File: config.mk
export PLATFORM = sky130hd
export DESIGN_NAME = board_ram_arbiter
export DESIGN_NICKNAME = d
export VERILOG_FILES = /design/src/rtl/board_ram_arbiter.sv
export SDC_FILE = /design/constraint.sdc
export NUM_CORES = 1
export LEC_CHECK = 0
export ABC_AREA = 1
export ABC_CLOCK_PERIOD_IN_PS = 1500
export BUFFER_PORTS_ARGS = -buffer_cell sky130_fd_sc_hd__buf_2
export CORE_MARGIN = 2
export CORE_UTILIZATION = 36
export CTS_CLUSTER_DIAMETER = 80
export DETAILED_ROUTE_END_ITERATION = 10
export PLACE_DENSITY = 0.84
export SETUP_SLACK_MARGIN = 0.1
export SLEW_MARGIN = 0
export SYNTH_ARGS = -nofsm -noshare
export SYNTH_HDL_FRONTEND = slang
export SYNTH_SLANG_ARGS = --single-unit
File: constraint.sdc
create_clock -name i_clk -period 1.5 [get_ports i_clk]
set_clock_uncertainty 0.05 [all_clocks]
set_input_delay 0.15 -clock i_clk [delete_from_list [all_inputs] [get_ports i_clk]]
set_output_delay 0.15 -clock i_clk [all_outputs]
set_load 0.005 [all_outputs]
File: src/rtl/board_ram_arbiter.sv
// rtl/board_ram_arbiter.sv - req/grant arbiter for the single-port board RAM
//
// Shares ram_board between the board-access engines (collision check, piece
// commit, row clear, redraw, clear). One requester owns the RAM at a time; the
// owner's address/data/wren are muxed straight onto the RAM port, and reads
// come back tagged with a one-hot valid strobe RD_LAT cycles later.
//
// Build option: BOARD_ARB_RR_EN selects round-robin winner selection. Without
// it, the lowest requesting index wins and no pointer register exists.
//
// Ports:
//   i_clk        system clock
//   i_reset_n    asynchronous active-low reset
//   i_req        per-requester request, held for the whole ownership period
//   i_req_addr   flattened addresses, slice i belongs to requester i
//   i_req_data   flattened write data, slice i belongs to requester i
//   i_req_wren   per-requester write enable
//   o_grant      registered one-hot grant (or zero)
//   o_ram_addr   RAM address (0 while nobody owns the RAM)
//   o_ram_data   RAM write data (0 while nobody owns the RAM)
//   o_ram_wren   RAM write enable
//   i_ram_q      RAM read data
//   o_rd_valid   one-hot read-return strobe naming the requester that issued the read
//   o_rd_data    read data, ram_q passthrough
//   o_busy       high whenever a grant is held
module board_ram_arbiter #(
    parameter int NREQ   = 4,
    parameter int ADDR_W = 8,
    parameter int DATA_W = 6,
    parameter int RD_LAT = 1
) (
    input  logic                     i_clk,
    input  logic                     i_reset_n,
    input  logic [NREQ-1:0]          i_req,
    input  logic [NREQ*ADDR_W-1:0]   i_req_addr,
    input  logic [NREQ*DATA_W-1:0]   i_req_data,
    input  logic [NREQ-1:0]          i_req_wren,
    output logic [NREQ-1:0]          o_grant,
    output logic [ADDR_W-1:0]        o_ram_addr,
    output logic [DATA_W-1:0]        o_ram_data,
    output logic                     o_ram_wren,
    input  logic [DATA_W-1:0]        i_ram_q,
    output logic [NREQ-1:0]          o_rd_valid,
    output logic [DATA_W-1:0]        o_rd_data,
    output logic                     o_busy
);

    localparam int IDX_W = (NREQ > 1) ? $clog2(NREQ) : 1;

    localparam logic [0:0] S_IDLE  = 1'b0;
    localparam logic [0:0] S_OWNED = 1'b1;

    logic [0:0]       r_state;
    logic [NREQ-1:0]  r_grant;
    logic [NREQ-1:0]  r_tag [RD_LAT];

    logic [IDX_W-1:0] w_owner_idx;
    logic             w_owner_req;
    logic             w_hold;
    logic [NREQ-1:0]  w_cand;
    logic [NREQ-1:0]  w_win;
    logic [NREQ-1:0]  w_grant_nxt;
    logic [NREQ-1:0]  w_push_tag;
    logic             w_ram_wren;

    // Grant is one-hot, so the encoder simply picks the set bit.
    always_comb begin
        w_owner_idx = '0;
        for (int i = 0; i < NREQ; i++) begin
            if (r_grant[i]) begin
                w_owner_idx = IDX_W'(i);
            end
        end
    end

    assign w_owner_req = |(i_req & r_grant);
    assign w_hold      = (r_state == S_OWNED) && w_owner_req;

    // While the owner is releasing, it is excluded so another pending
    // requester takes over in the very next cycle.
    always_comb begin
        w_cand = i_req;
        if (r_state == S_OWNED) begin
            w_cand = i_req & ~r_grant;
        end
    end

`ifdef BOARD_ARB_RR_EN
    logic [IDX_W-1:0] r_rr_ptr;
    logic [IDX_W-1:0] w_win_idx;
    logic             w_found;
    int               w_scan_idx;

    // Search starts at the pointer and wraps from NREQ-1 back to 0.
    always_comb begin
        w_win      = '0;
        w_win_idx  = '0;
        w_found    = 1'b0;
        w_scan_idx = 0;
        for (int k = 0; k < NREQ; k++) begin
            w_scan_idx = int'(r_rr_ptr) + k;
            if (w_scan_idx >= NREQ) begin
                w_scan_idx = w_scan_idx - NREQ;
            end
            if (!w_found && w_cand[IDX_W'(w_scan_idx)]) begin
                w_found   = 1'b1;
                w_win_idx = IDX_W'(w_scan_idx);
            end
        end
        if (w_found) begin
            w_win[w_win_idx] = 1'b1;
        end
    end

    always_ff @(posedge i_clk or negedge i_reset_n) begin
        if (!i_reset_n) begin
            r_rr_ptr <= '0;
        end else if (!w_hold && w_found) begin
            if (w_win_idx == IDX_W'(NREQ - 1)) begin
                r_rr_ptr <= '0;
            end else begin
                r_rr_ptr <= w_win_idx + IDX_W'(1);
            end
        end
    end
`else
    // Isolate the lowest set bit: lowest index wins.
    assign w_win = w_cand & (~w_cand + NREQ'(1));
`endif

    assign w_grant_nxt = w_hold ? r_grant : w_win;

    always_ff @(posedge i_clk or negedge i_reset_n) begin
        if (!i_reset_n) begin
            r_grant <= '0;
            r_state <= S_IDLE;
        end else begin
            r_grant <= w_grant_nxt;
            r_state <= (|w_grant_nxt) ? S_OWNED : S_IDLE;
        end
    end

    // The write is gated by the owner's live req so a write presented in
    // the release cycle never reaches the RAM.
    assign w_ram_wren = i_req_wren[w_owner_idx] & i_req[w_owner_idx] & r_grant[w_owner_idx];

    assign o_ram_addr = (|r_grant) ? i_req_addr[w_owner_idx*ADDR_W +: ADDR_W] : '0;
    assign o_ram_data = (|r_grant) ? i_req_data[w_owner_idx*DATA_W +: DATA_W] : '0;
    assign o_ram_wren = w_ram_wren;

    // Read tags follow the RAM latency; write cycles push an empty tag.
    assign w_push_tag = w_ram_wren ? '0 : (r_grant & i_req);

    always_ff @(posedge i_clk or negedge i_reset_n) begin
        if (!i_reset_n) begin
            for (int i = 0; i < RD_LAT; i++) begin
                r_tag[i] <= '0;
            end
        end else begin
            r_tag[0] <= w_push_tag;
            for (int i = 1; i < RD_LAT; i++) begin
                r_tag[i] <= r_tag[i-1];
            end
        end
    end

    assign o_grant    = r_grant;
    assign o_busy     = |r_grant;
    assign o_rd_valid = r_tag[RD_LAT-1];
    assign o_rd_data  = i_ram_q;

endmodule

# After elaboration in Yosys (flattened, before gate mapping)
# Cells that the tools add are included.
# W data, S select, Z words.
[op_classes] add_sub_neg=1 n_mul=1 magnitude_cmp=1 shift=2 n_mux=15 n_bitwise=7 reduce_logical=4
[op_table] cell="$shiftx A32 B6 Y8" count=1
[op_table] cell="$shiftx A24 B6 Y6" count=1
[op_table] cell="$and A4 B4 Y4" count=3
[op_table] cell="$mux W4" count=3
[op_table] cell="$reduce_or A4 Y1" count=3
[op_table] cell="$mux W8" count=1
[op_table] cell="$not A4 Y4" count=2
[op_table] cell="$bmux W1 S2" count=3
[op_table] cell="$mux W6" count=1
[op_table] cell="$mux W1" count=5
[op_table] cell="$add A4 B1 Y4 const B" count=1
[op_table] cell="$mul A2 B2 Y4 const B" count=1
[op_table] cell="$mux W2" count=2
[op_table] cell="$lt A2 B3 Y1 const B" count=1
[op_table] cell="$and A1 B1 Y1" count=2
[op_table] cell="$logic_and A1 B1 Y1" count=1
[word_totals] regBits=9 input_bits=72 out_inout_bits=30

# Logic depth before layout (Yosys ltp)
# Gate-level depths: netlist of run 1.
[logic_depth] ltp_word=9 mapped_depth=9 ltp_nobuf=8

# Worst setup path after synthesis of run 1
# Ideal clock, no wire load.
[synth_timing] path_kind="register to output" start="register r_grant[3] (netlist: o_grant[3])" end="output port o_ram_addr[3]" arrival_ps=1127 slack_ps=173 path_stages_with_launch=7 n_path_buf=2 path_cell_list="dfrtp_1 -> buf_6 -> nor2_8 -> nand3_4 -> buf_4 -> o211ai_1 -> o22ai_1"
[synth_lines] element="start, declared" line="54" source="logic [NREQ-1:0] r_grant;"
[synth_lines] element="start signal, assigned" line="138" source="r_grant <= w_grant_nxt;"
[synth_lines] element="$reduce_or A4 Y1"
[synth_lines] element="via o_busy" line="45" source="output logic o_busy"
[synth_lines] element="$mux W8" line="147" source="assign o_ram_addr = (|r_grant) ? i_req_addr[w_owner_idx*ADDR_W +: ADDR_W] : '0;"
[synth_lines] element="end, declared" line="39" source="output logic [ADDR_W-1:0] o_ram_addr,"
# The timed path passes the listed nets, and every way through them passes these cells.

# Worst setup path in the final report of run 1
[layout_timing] start="register r_grant[3] (netlist: o_grant[3])" end="output port o_ram_addr[5]"
[layout_via] elab_chain_len=3
[layout_rtl] element="$mux W2" line="70" source="if (r_grant[i]) begin"
[layout_rtl] element="$shiftx A32 B6 Y8" line="147"
[layout_rtl] element="$mux W8 *" line="147"
# Mark *: on every way between the ends. The rest lies on a longest branch, timed or not.

==> results.md, run 1 <==
- FFs w/ async S/R, synth: 100%
- Int Pwr: 1950 uW
- Final setup violation count: 16
- Clock Pin Slew Worst Setup and Hold Paths: 0.07 ns
- Fin nets: 332
- Rows: 19
- CTS Buffer Depth: 2
- Syn-to-layout area delta: 65.2%
- Failing checks: setup timing
- Root buf cell: clkbuf_4
- Status: finished, violations left
- Clk pwr share: 5.0%
- Top cells by area, synth: dfrtp_1, nor2_1, o211ai_1
- Worst Tran Pin Value: 0.303 ns
- Largest net degree at the start of global routing: 14
- Synthesized cell area: 1040 um^2
- Final-layout fill cell count: 269
- Ports: 102
- Initial antenna violation count: 0
- Starting Density: 37.7%
- Wire length per cell: 13.4 um
- CP startpoint kind: flip-flop
- Synth Warn #: 0
- Seq cells post-synth: 9
- CP cell instances: buf_12, nor2_8, buf_6, o211ai_1, o22ai_1, buf_2
- Synthesized area per cell: 6.58 um^2
- Max_cap viols: 0
- Worst EP arrival: 1.53 ns
- Clock sink total: 9
- Sequential Power Share: 11.7%
- Seq/Total Area, Yosys: 21.7%
- Hold Fails Final Rpt: 0
- Multi-input gate area: 704 um^2
- Comb power frac: 83.3%
- DR vias: 1,532
- Period minus WS final: 1.73 ns
- Total CTS buffers: 3
- Gpl congestion: 0.828
- Slew Limit Headroom: 79.8%
- Pleak: 0.000931 uW
- Setup Crit Path Kind: flip-flop to output port
- Vias per inst: 5.28
- Fmax: 577 MHz
- Switching Fraction: 47.7%
- CTS tree: yes
- Register Area: 228 um^2
- Core Region: 2760 um^2
- Top cells by count, synth: nor2_1, nand2_1
- Detailed Routing Iterations Pass 1: 4
- Fin. max-slew vios: 0
- Initial DRC count: 109
- Crit. End Element: output port
- Die width: 57.7 um
- Remaining global-route overflow: 0
- Die Y: 57.7 um
- Vias in the first global route: 1,394
- Slowest-stage cell, CP: dfrtp_2
- EDFF count, synth: 0
- Pwr/cell area: 2170 nW/um^2
- Unrepaired setup endpoints after global routing: yes
- Overall routing resource usage: 22.3%
- Worst skew pair latency: 0.26 ns
- Final Power: 3730 uW
- Count leader, synth: nor2_1
- Cell taking the most area after synthesis: dfrtp_1
- Worst path top cell family by delay: flip-flops
- CP Buf/Inv Count: 3
- Final worst slack: -0.232 ns
- Ys flop type: dfrtp_1
- Routed wire length: 3890 um
- Fin crit share: 115%
- HP Class: input port to flip-flop
- Synth top area share: 21.7%
- TNS Setup: -3.39 ns
- Synthesized netlist cell count: 158
- # DRC: 0
- Antenna fix cells: 0
- CP max FO: 5
- H-tree level count: 1
- Share of layout cells above drive strength 1: 53.3%
- VDD IR max: 1520 uV
- Die area: 3330 um^2
- Worst path max stage delay: 0.45 ns
- Syn_nets: 230
- Req. time, crit path: 1.30 ns
- HPWL after detailed placement: 2900 um
- Psw: 1780 uW
- Input/output buffers: 89
- Post-DRT Antenna Nets: 0
- Place WS: -0.0122 ns
- Yosys cell types: 21
- First-pass GRT wire length: 5990 um
## cells in the final DEF, fill, tap and decap left out, types with 5 or more instances in the layout
master	Yosys	final
buf_2	3	88
nand2_2	1	5
o21ai_0	14	14
nand3_1	14	13
buf_6	4	5
o22ai_1	14	14
nor2_1	34	34
buf_4	8	15
inv_1	7	5
o211ai_1	14	14
dfrtp_1	9	7
nand2_1	24	18
inv_2	4	6
## worst paths after layout
path / slack, ns / cells past startpoint / startpoint / endpoint
worst max-delay path: -0.23 / 6 / o_grant[3] / o_ram_addr[5]
worst min-delay path: 0.14 / 3 / i_req[1] / o_rd_valid[1]
worst max register to register: 0 / 8 / o_grant[3] / o_rd_valid[0]
worst min register to register: 0.61 / 2 / o_grant[0] / o_rd_valid[0]
max in group asynchronous: 0.99 / 2 / i_reset_n / o_rd_valid[2]
min in group asynchronous: 0.21 / 2 / i_reset_n / r_state
## cell families (layout without fill, tap and decap cells)
group                  count (synthesis)  in the layout  synth area share (%)
flip-flops                             9              9                  21.7
buffers and inverters                 28            127                  16.2
AO/OA/AOI/OAI                         45             45                  29.2
AND/OR/NAND/NOR                       76             78                  32.9
## final cells by class
type                       instances  share of cell area [%]
multi-input combinational        123                    41.0
timing repair buffer             112                    39.5
sequential                         9                    13.3
inverter                          11                    2.40
tap                               31                    2.26
clock buffer                       4                    1.53
## power groups by stage
| stage | Clock, uW | Sequential (uW) | Combinational [uW] |
|---|---|---|---|
| finish | 186 | 437 | 3100 |
| global route | 198 | 454 | 3380 |
| CTS | 184 | 429 | 2960 |
| detailed placement | 0 | 442 | 2650 |
| global placement | 0 | 435 | 2630 |
| floorplan | 0 | 382 | 1690 |
## registers in the layout, indices dropped and copies added, names as in the netlist
signal,flops
o_grant,4
o_rd_valid,4
r_state,1
## per-stage QoR
step / instance area [um^2] / cells / hold WS (ns) / util (%)
finish: 1720 / 290 / 0.140 / 62.3
global route: 1720 / 290 / 0.142 / 62.3
CTS: 1670 / 287 / 0.136 / 60.6
detailed placement: 1550 / 276 / -0.0368 / 56.1
global placement: 1550 / 276 / -0.0451 / 56.1
floorplan: 1040 / 158 / -0.196 / -
## worst register-to-register path, cell delays in order (launching register included)
cell	delay, ns
dfrtp_2	0.45
buf_12	0.15
nor2_8	0.16
nand3_1	0.10
nand3_1	0.11
nand3_2	0.08
buf_4	0.15
nand3_1	0.07
inv_1	0.04
## what timing repair did
item                       in CTS  in global routing
buffers inserted                4                  4
gates cloned                    2                  0
hold endpoints to repair        9                  0
gates resized for setup         9                 10
setup endpoints to repair      19                 21
hold buffers                    1                  0
pin swaps                      10                  9
## metal layers
layer | track usage (%) | vias up | part of all wire, %
met3 | 3.79 | 0 | 10
li1 | - | 743 | -
met2 | 41.7 | 87 | 52
met4 | 2.66 | 0 | 0
met1 | 27.2 | 702 | 38
met5 | 0 | - | 0
(Power assumes the default switching activity.)
==> run 2, diff against run 1 <==
ABC_AREA = default   (was 1)
CORE_MARGIN = 1.5   (was 2)
CORE_UTILIZATION = 34   (was 36)
PLACE_DENSITY = 0.85   (was 0.84)
==> results.md, run 2 <==
- Status: finished, violations left
- Failing checks: setup timing
- Initial antenna violation count: 0 (unchanged)
- Period minus WS final: 1.97 ns (+0.239 ns)
- Reg2reg end: r_state
- Count leader, synth: nor2_1
- Pleak: 0.000907 uW (-2.6%)
- Top cells by count, synth: nor2_1, nand2_1, a221oi_1, o31ai_1
- Final worst slack: -0.472 ns (-0.239 ns)
- RR Startpoint: o_grant[3]
- Synth top area share: 25.0% (+3.3 points)
- Final instance area: 1740 um^2 (+1.4%)
- Largest net degree at the start of global routing: 33 (+19)
- Cell taking the most area after synthesis: dfrtp_1
- Die width: 54.5 um (-5.6%)
- Die area: 2970 um^2 (-11%)
- HPWL after detailed placement: 2740 um (-5.5%)
- VDD IR max: 1110 uV (-27%)
- Reg2reg setup slack: -0.47 ns (-0.47 ns)
- Wire length per cell: 15.0 um (+12%)
- H-tree level count: 1 (unchanged)
- Seq/Total Area, Yosys: 25.0% (+3.3 points)
- Starting Density: 36.1% (-1.6 points)
- Gpl congestion: 0.931 (+12%)
- Clock sink total: 9 (unchanged)
- FF-to-FF path depth: 6 (-2)
- Ports: 102 (unchanged)
- DR vias: 1,392 (-9.1%)
- Synthesized area per cell: 7.39 um^2 (+12%)
- Max_cap viols: 0 (unchanged)
- Total CTS buffers: 3 (unchanged)
- Worst path max stage delay: 0.53 ns (+0.08 ns)
- Commonest non-fill, non-tap cell in the layout: buf_2
- FFs w/ async S/R, synth: 100% (unchanged)
- Die Y: 54.5 um (-5.6%)
- Synth Warn #: 0 (unchanged)
- Syn_nets: 194 (-16%)
- Syn-to-layout area delta: 93.1%
- Worst skew pair latency: 0.27 ns (about the same)
- Worst Tran Pin Value: 0.325 ns (+0.0224 ns)
- Fmax: 507 MHz (-12%)
- EDFF count, synth: 0 (unchanged)
- Final setup violation count: 20 (+4)
- HP Class: input port to asynchronous set/reset pin
- Overall routing resource usage: 26.3% (+4.0 points)
- Top cells by area, synth: dfrtp_1, a221oi_1, o31ai_1
- Detailed Routing Iterations Pass 1: 4 (unchanged)
- Core Region: 2500 um^2 (-9.3%)
- Synthesized netlist cell count: 122 (-23%)
- Routed wire length: 3910 um (+0.39%)
- Final Power: 3050 uW (-18%)
- Slew Limit Headroom: 78.1% (-1.7 points)
- Slowest-stage cell, CP: or4_1
- Ys flop type: dfrtp_1
- Fin. max-slew vios: 0 (unchanged)
- Crit. End Element: flip-flop
- Unrepaired setup endpoints after global routing: yes
- Pwr/cell area: 1750 nW/um^2 (-19%)
- Setup Crit Path Kind: flip-flop to flip-flop
- Synthesized cell area: 902 um^2 (-13%)
- Vias per inst: 5.35 (+1.3%)
- Remaining global-route overflow: 0 (unchanged)
- CTS Buffer Depth: 2 (unchanged)
- Placed cell area: 1520 um^2 (-1.9%)
- Input/output buffers: 89 (unchanged)
- Worst setup path endpoint: r_state
- Rows: 18 (-1)
- Initial DRC count: 19 (-83%)
- CP startpoint kind: flip-flop
- Hold Fails Final Rpt: 0 (unchanged)
- First-pass GRT wire length: 5520 um (-7.8%)
- Seq cells post-synth: 9 (unchanged)
- CTS tree: yes
- Most frequent CP cell: buf_4
- Fin nets: 303 (-8.7%)
- Worst EP arrival: 2.06 ns (+0.53 ns)
- CP cell instances: a222oi_1, buf_4, buf_4, a211o_2, o41ai_4, or4_1
- Req. time, crit path: 1.59 ns (+0.29 ns)
- Yosys cell types: 29 (+38%)
- Root buf cell: clkbuf_4
- Clock Pin Slew Worst Setup and Hold Paths: 0.06 ns (about the same)
- Post-DRT Antenna Nets: 0 (unchanged)
- Worst Setup SP: o_grant[3]
- CP max FO: 2 (-3)
- Fin crit share: 131% (+16 points)
- Vias in the first global route: 1,225 (-12%)
- Share of layout cells above drive strength 1: 62.2% (+8.9 points)
- # DRC: 0 (unchanged)
- Antenna fix cells: 0 (unchanged)
- Most frequent cells in the layout: buf_2, buf_4, nand2_1, nor2_1, o31ai_1
run 2: cell types whose count changed after synthesis, moves of 13 or more:
cell      change
o31ai_1      +14
o211ai_1     -14
o22ai_1      -14
o21ai_0      -13
nand3_1      -14
a221oi_1     +14
nor2_1       -13
run 2: cells by family after synthesis:
logic type / synth area share [%]
compound gates: 41.2
buf+inv: 10.8
flops: 25.0
mux: 2.91
simple gates: 20.1
run 2: report_power, final:
| group | switching, uW | internal, uW | total (uW) | leakage [uW] |
|---|---|---|---|---|
| registers | 67.3 | 320 | 387 | 0.000115 |
| clock network | 94.1 | 103 | 197 | 0.0000150 |
| logic | 1190 | 1270 | 2470 | 0.000777 |
run 2: layer usage:
metal / global-route usage [%] / routed length [um] / part of all wire [%]
met5: 0 / 0 / 0
met3: 2.73 / 324 / 8.3
met1: 27.7 / 1500 / 38
met4: 11.3 / 73 / 1.9
met2: 51.6 / 2010 / 51
run 2: layout make-up:
type                       count  area (um^2)
timing repair buffer         120          736
fill                         228          758
sequential                     9          225
inverter                       4         15.0
multi-input combinational     93          702
tap                           30         37.5
clock buffer                   4         26.3
run 2: timing repair:
action,4_1_cts,5_1_grt
hold buffers,2,0
gates resized for setup,22,8
pin swaps,7,1
buffers inserted,4,1
setup endpoints to repair,22,25
hold endpoints to repair,10,0
run 2: worst min path at each step:
stage,startpoint,to,slack (ns),cells after the start
detailed placement,i_reset_n,o_grant[1],-0.04,1
floorplan,i_reset_n,o_grant[0],-0.20,0
CTS,i_reset_n,o_grant[3],0.20,2
global route,i_reset_n,o_grant[3],0.23,2
finish,i_reset_n,o_grant[3],0.20,2
global placement,i_reset_n,o_grant[1],-0.04,1
run 2: per-stage QoR:
| step | TNS, ns | hold WS [ns] | instances | worst slack [ns] | util, % |
|---|---|---|---|---|---|
| floorplan | -0.391 | -0.196 | 122 | -0.391 | - |
| global placement | -1.13 | -0.0395 | 249 | -0.323 | 60.7 |
| detailed placement | -1.70 | -0.0358 | 249 | -0.370 | 60.7 |
| CTS | -5.11 | 0.198 | 259 | -0.388 | 67.7 |
| global route | -7.02 | 0.227 | 260 | -0.514 | 69.7 |
| finish | -5.96 | 0.205 | 260 | -0.472 | 69.7 |
run 2: worst max-delay path, delay by kind of cell (launching register included):
| kind | cells | cell delay [ns] |
|---|---|---|
| AO/OA/AOI/OAI | 3 | 0.57 |
| AND/OR/NAND/NOR | 1 | 0.53 |
| flip-flops | 1 | 0.40 |
| buffers and inverters | 2 | 0.29 |
==> run 3, diff against run 2 <==
CORE_MARGIN = 5   (was 1.5)
==> results.md, run 3 (synthesis gave the netlist of run 2 again) <==
- Max_cap viols: 0 (unchanged)
- Die Y: 61.5 um (+13%)
- Vias in the first global route: 1,306 (+6.6%)
- Share of layout cells above drive strength 1: 68.1% (+5.9 points)
- Detailed Routing Iterations Pass 1: 4 (unchanged)
- Largest net degree at the start of global routing: 21 (-36%)
- Input/output buffers: 89 (unchanged)
- Unrepaired setup endpoints after global routing: yes
- Pwr/cell area: 1830 nW/um^2 (+4.5%)
- Root buf cell: clkbuf_4
- GR Layer Usage met3: 5.03% (+2.3 points)
- Most frequent cells in the layout: buf_2, buf_4, nor2_1, nand2_1, o31ai_1
- Final worst slack: -0.449 ns (+0.0224 ns)
- Worst skew pair latency: 0.26 ns (about the same)
- Crit. End Element: output port
- Failing checks: setup timing
- Final setup violation count: 22 (+10%)
- # DRC: 0 (unchanged)
- CP cell instances: buf_4, buf_6, buf_12, nor2_4, a31oi_1, o32ai_2, buf_2
- HPWL after detailed placement: 3150 um (+15%)
- Worst Hold Launch: i_req_wren[3]
- Commonest non-fill, non-tap cell in the layout: buf_2
- Remaining global-route overflow: 0 (unchanged)
- Die width: 61.5 um (+13%)
- Pleak: 0.000984 uW (+8.4%)
- Routed wire length: 4650 um (+19%)
- VDD IR max: 1460 uV (+31%)
- Worst path max stage delay: 0.40 ns (-0.13 ns)
- Antenna fix cells: 0 (unchanged)
- Total CTS buffers: 3 (unchanged)
- Core Region: 2500 um^2 (unchanged)
- Placed Instances: 247 (-0.80%)
- Vias per inst: 5.47 (+2.1%)
- Slowest-stage cell, CP: dfrtp_1
- Worst Hold End: o_rd_valid[3]
- CP startpoint kind: flip-flop
- Worst Tran Pin Value: 0.422 ns (+0.0968 ns)
- Reg2reg end: r_state
- Req. time, crit path: 1.30 ns (-0.29 ns)
- Slew Limit Headroom: 71.6% (-6.5 points)
- Placed cell area: 1500 um^2 (-0.99%)
- Initial antenna violation count: 0 (unchanged)
- Place WS: -0.386 ns (-0.0163 ns)
- Post-layout util: 76.6% (+6.9 points)
- Wire length per cell: 17.5 um (+17%)
- Ports: 102 (unchanged)
- Hold Fails Final Rpt: 0 (unchanged)
- Gpl congestion: 0.931 (about the same)
- FF-to-FF path depth: 6 (unchanged)
- Clock sink total: 9 (unchanged)
- Initial DRC count: 75 (+56)
- Final instance area: 1910 um^2 (+9.9%)
- RR Startpoint: o_grant[3]
- Worst EP arrival: 1.75 ns (-0.31 ns)
- Fmax: 513 MHz (+1.2%)
- HP Class: input port to flip-flop
- Fin crit share: 130% (-1.5 points)
- Fin. max-slew vios: 0 (unchanged)
- Die area: 3780 um^2 (+27%)
- Syn-to-layout area delta: 112%
- Overall routing resource usage: 22.5% (-3.8 points)
- H-tree level count: 1 (unchanged)
- Setup Crit Path Kind: flip-flop to output port
- Post-DRT Antenna Nets: 0 (unchanged)
- CTS Buffer Depth: 2 (unchanged)
- Non-Filler Instances: 265 (+1.9%)
- CP max FO: 6 (+4)
- Hold depth: 2
- CTS tree: yes
- Most Used Layer, Global Route: met2
- First-pass GRT wire length: 6240 um (+13%)
- Starting Density: 36.1% (unchanged)
- Status: finished, violations left
- Period minus WS final: 1.95 ns (-0.0224 ns)
- Final-layout fill cell count: 173 (-24%)
- Hold slack: 0.00208 ns (-0.203 ns)
- Reg2reg setup slack: -0.43 ns (+0.04 ns)
- Fin nets: 308 (+1.7%)
- M2 GR Usage: 42.2% (-9.5 points)
- Met1 global-route usage: 24.5% (-3.2 points)
- Clock Pin Slew Worst Setup and Hold Paths: 0.06 ns (about the same)
- Multi-input gate area: 779 um^2 (+11%)
- DR vias: 1,449 (+4.1%)
- Rows: 18 (unchanged)
- Register Area: 225 um^2 (unchanged)
==> run 3: power by group <==
group          switching, uW  internal (uW)  total, uW
Clock                   82.7            102        185
Sequential              70.2            320        390
Combinational           1350           1570       2930
Total                   1510           2000       3500
==> run 3: area by class of cell <==
| cell class | instances | share of cell area (%) |
|---|---|---|
| Tap cell | 30 | 1.96 |
| Inverter | 4 | 0.850 |
| Clock buffer | 4 | 1.37 |
| Sequential cell | 9 | 11.8 |
| Multi-Input combinational cell | 93 | 40.7 |
| Timing Repair Buffer | 125 | 43.3 |
==> run 3: critical path, delay by kind of cell, from the launching register on <==
kind,cells,cell delay [ns]
AND/OR/NAND/NOR,1,0.13
buffers and inverters,4,0.57
AO/OA/AOI/OAI,2,0.38
flip-flops,1,0.40
==> run 3: how the worst max path moves through the flow <==
| stage | start | end | slack (ns) | depth (start not counted) |
|---|---|---|---|---|
| 2_1_floorplan | o_grant[3] | r_state | -0.39 | 4 |
| 3_5_place_dp | o_grant[3] | r_state | -0.39 | 4 |
| 6_report | o_grant[3] | o_ram_wren | -0.45 | 7 |
| 5_1_grt | o_grant[3] | o_ram_wren | -0.54 | 7 |
| 3_3_place_gp | o_grant[3] | r_state | -0.35 | 4 |
| 4_1_cts | o_grant[1] | r_state | -0.37 | 4 |
==> run 3: layer usage <==
| layer | share of wire, % | wire, um |
|---|---|---|
| met1 | 36 | 1690 |
| met2 | 49 | 2300 |
| met3 | 12 | 567 |
| met4 | 2.0 | 91 |
| met5 | 0 | 0 |
==> run 3: stage by stage <==
stage / power [uW] / setup TNS, ns
floorplan: 1510 / -0.391
global placement: 2390 / -1.51
detailed placement: 2420 / -2.23
CTS: 3060 / -4.83
global route: 3720 / -7.90
finish: 3500 / -6.49
==> run 3: what timing repair did <==
| action | 4_1_cts | 5_1_grt |
|---|---|---|
| gates resized for setup | 29 | 19 |
| hold buffers | 1 | 0 |
| cloned | 1 | 1 |
| endpoints found under the setup margin | 22 | 24 |
| setup buffers | 4 | 7 |
| pin swaps | 8 | 13 |
| hold endpoints to repair | 9 | 0 |
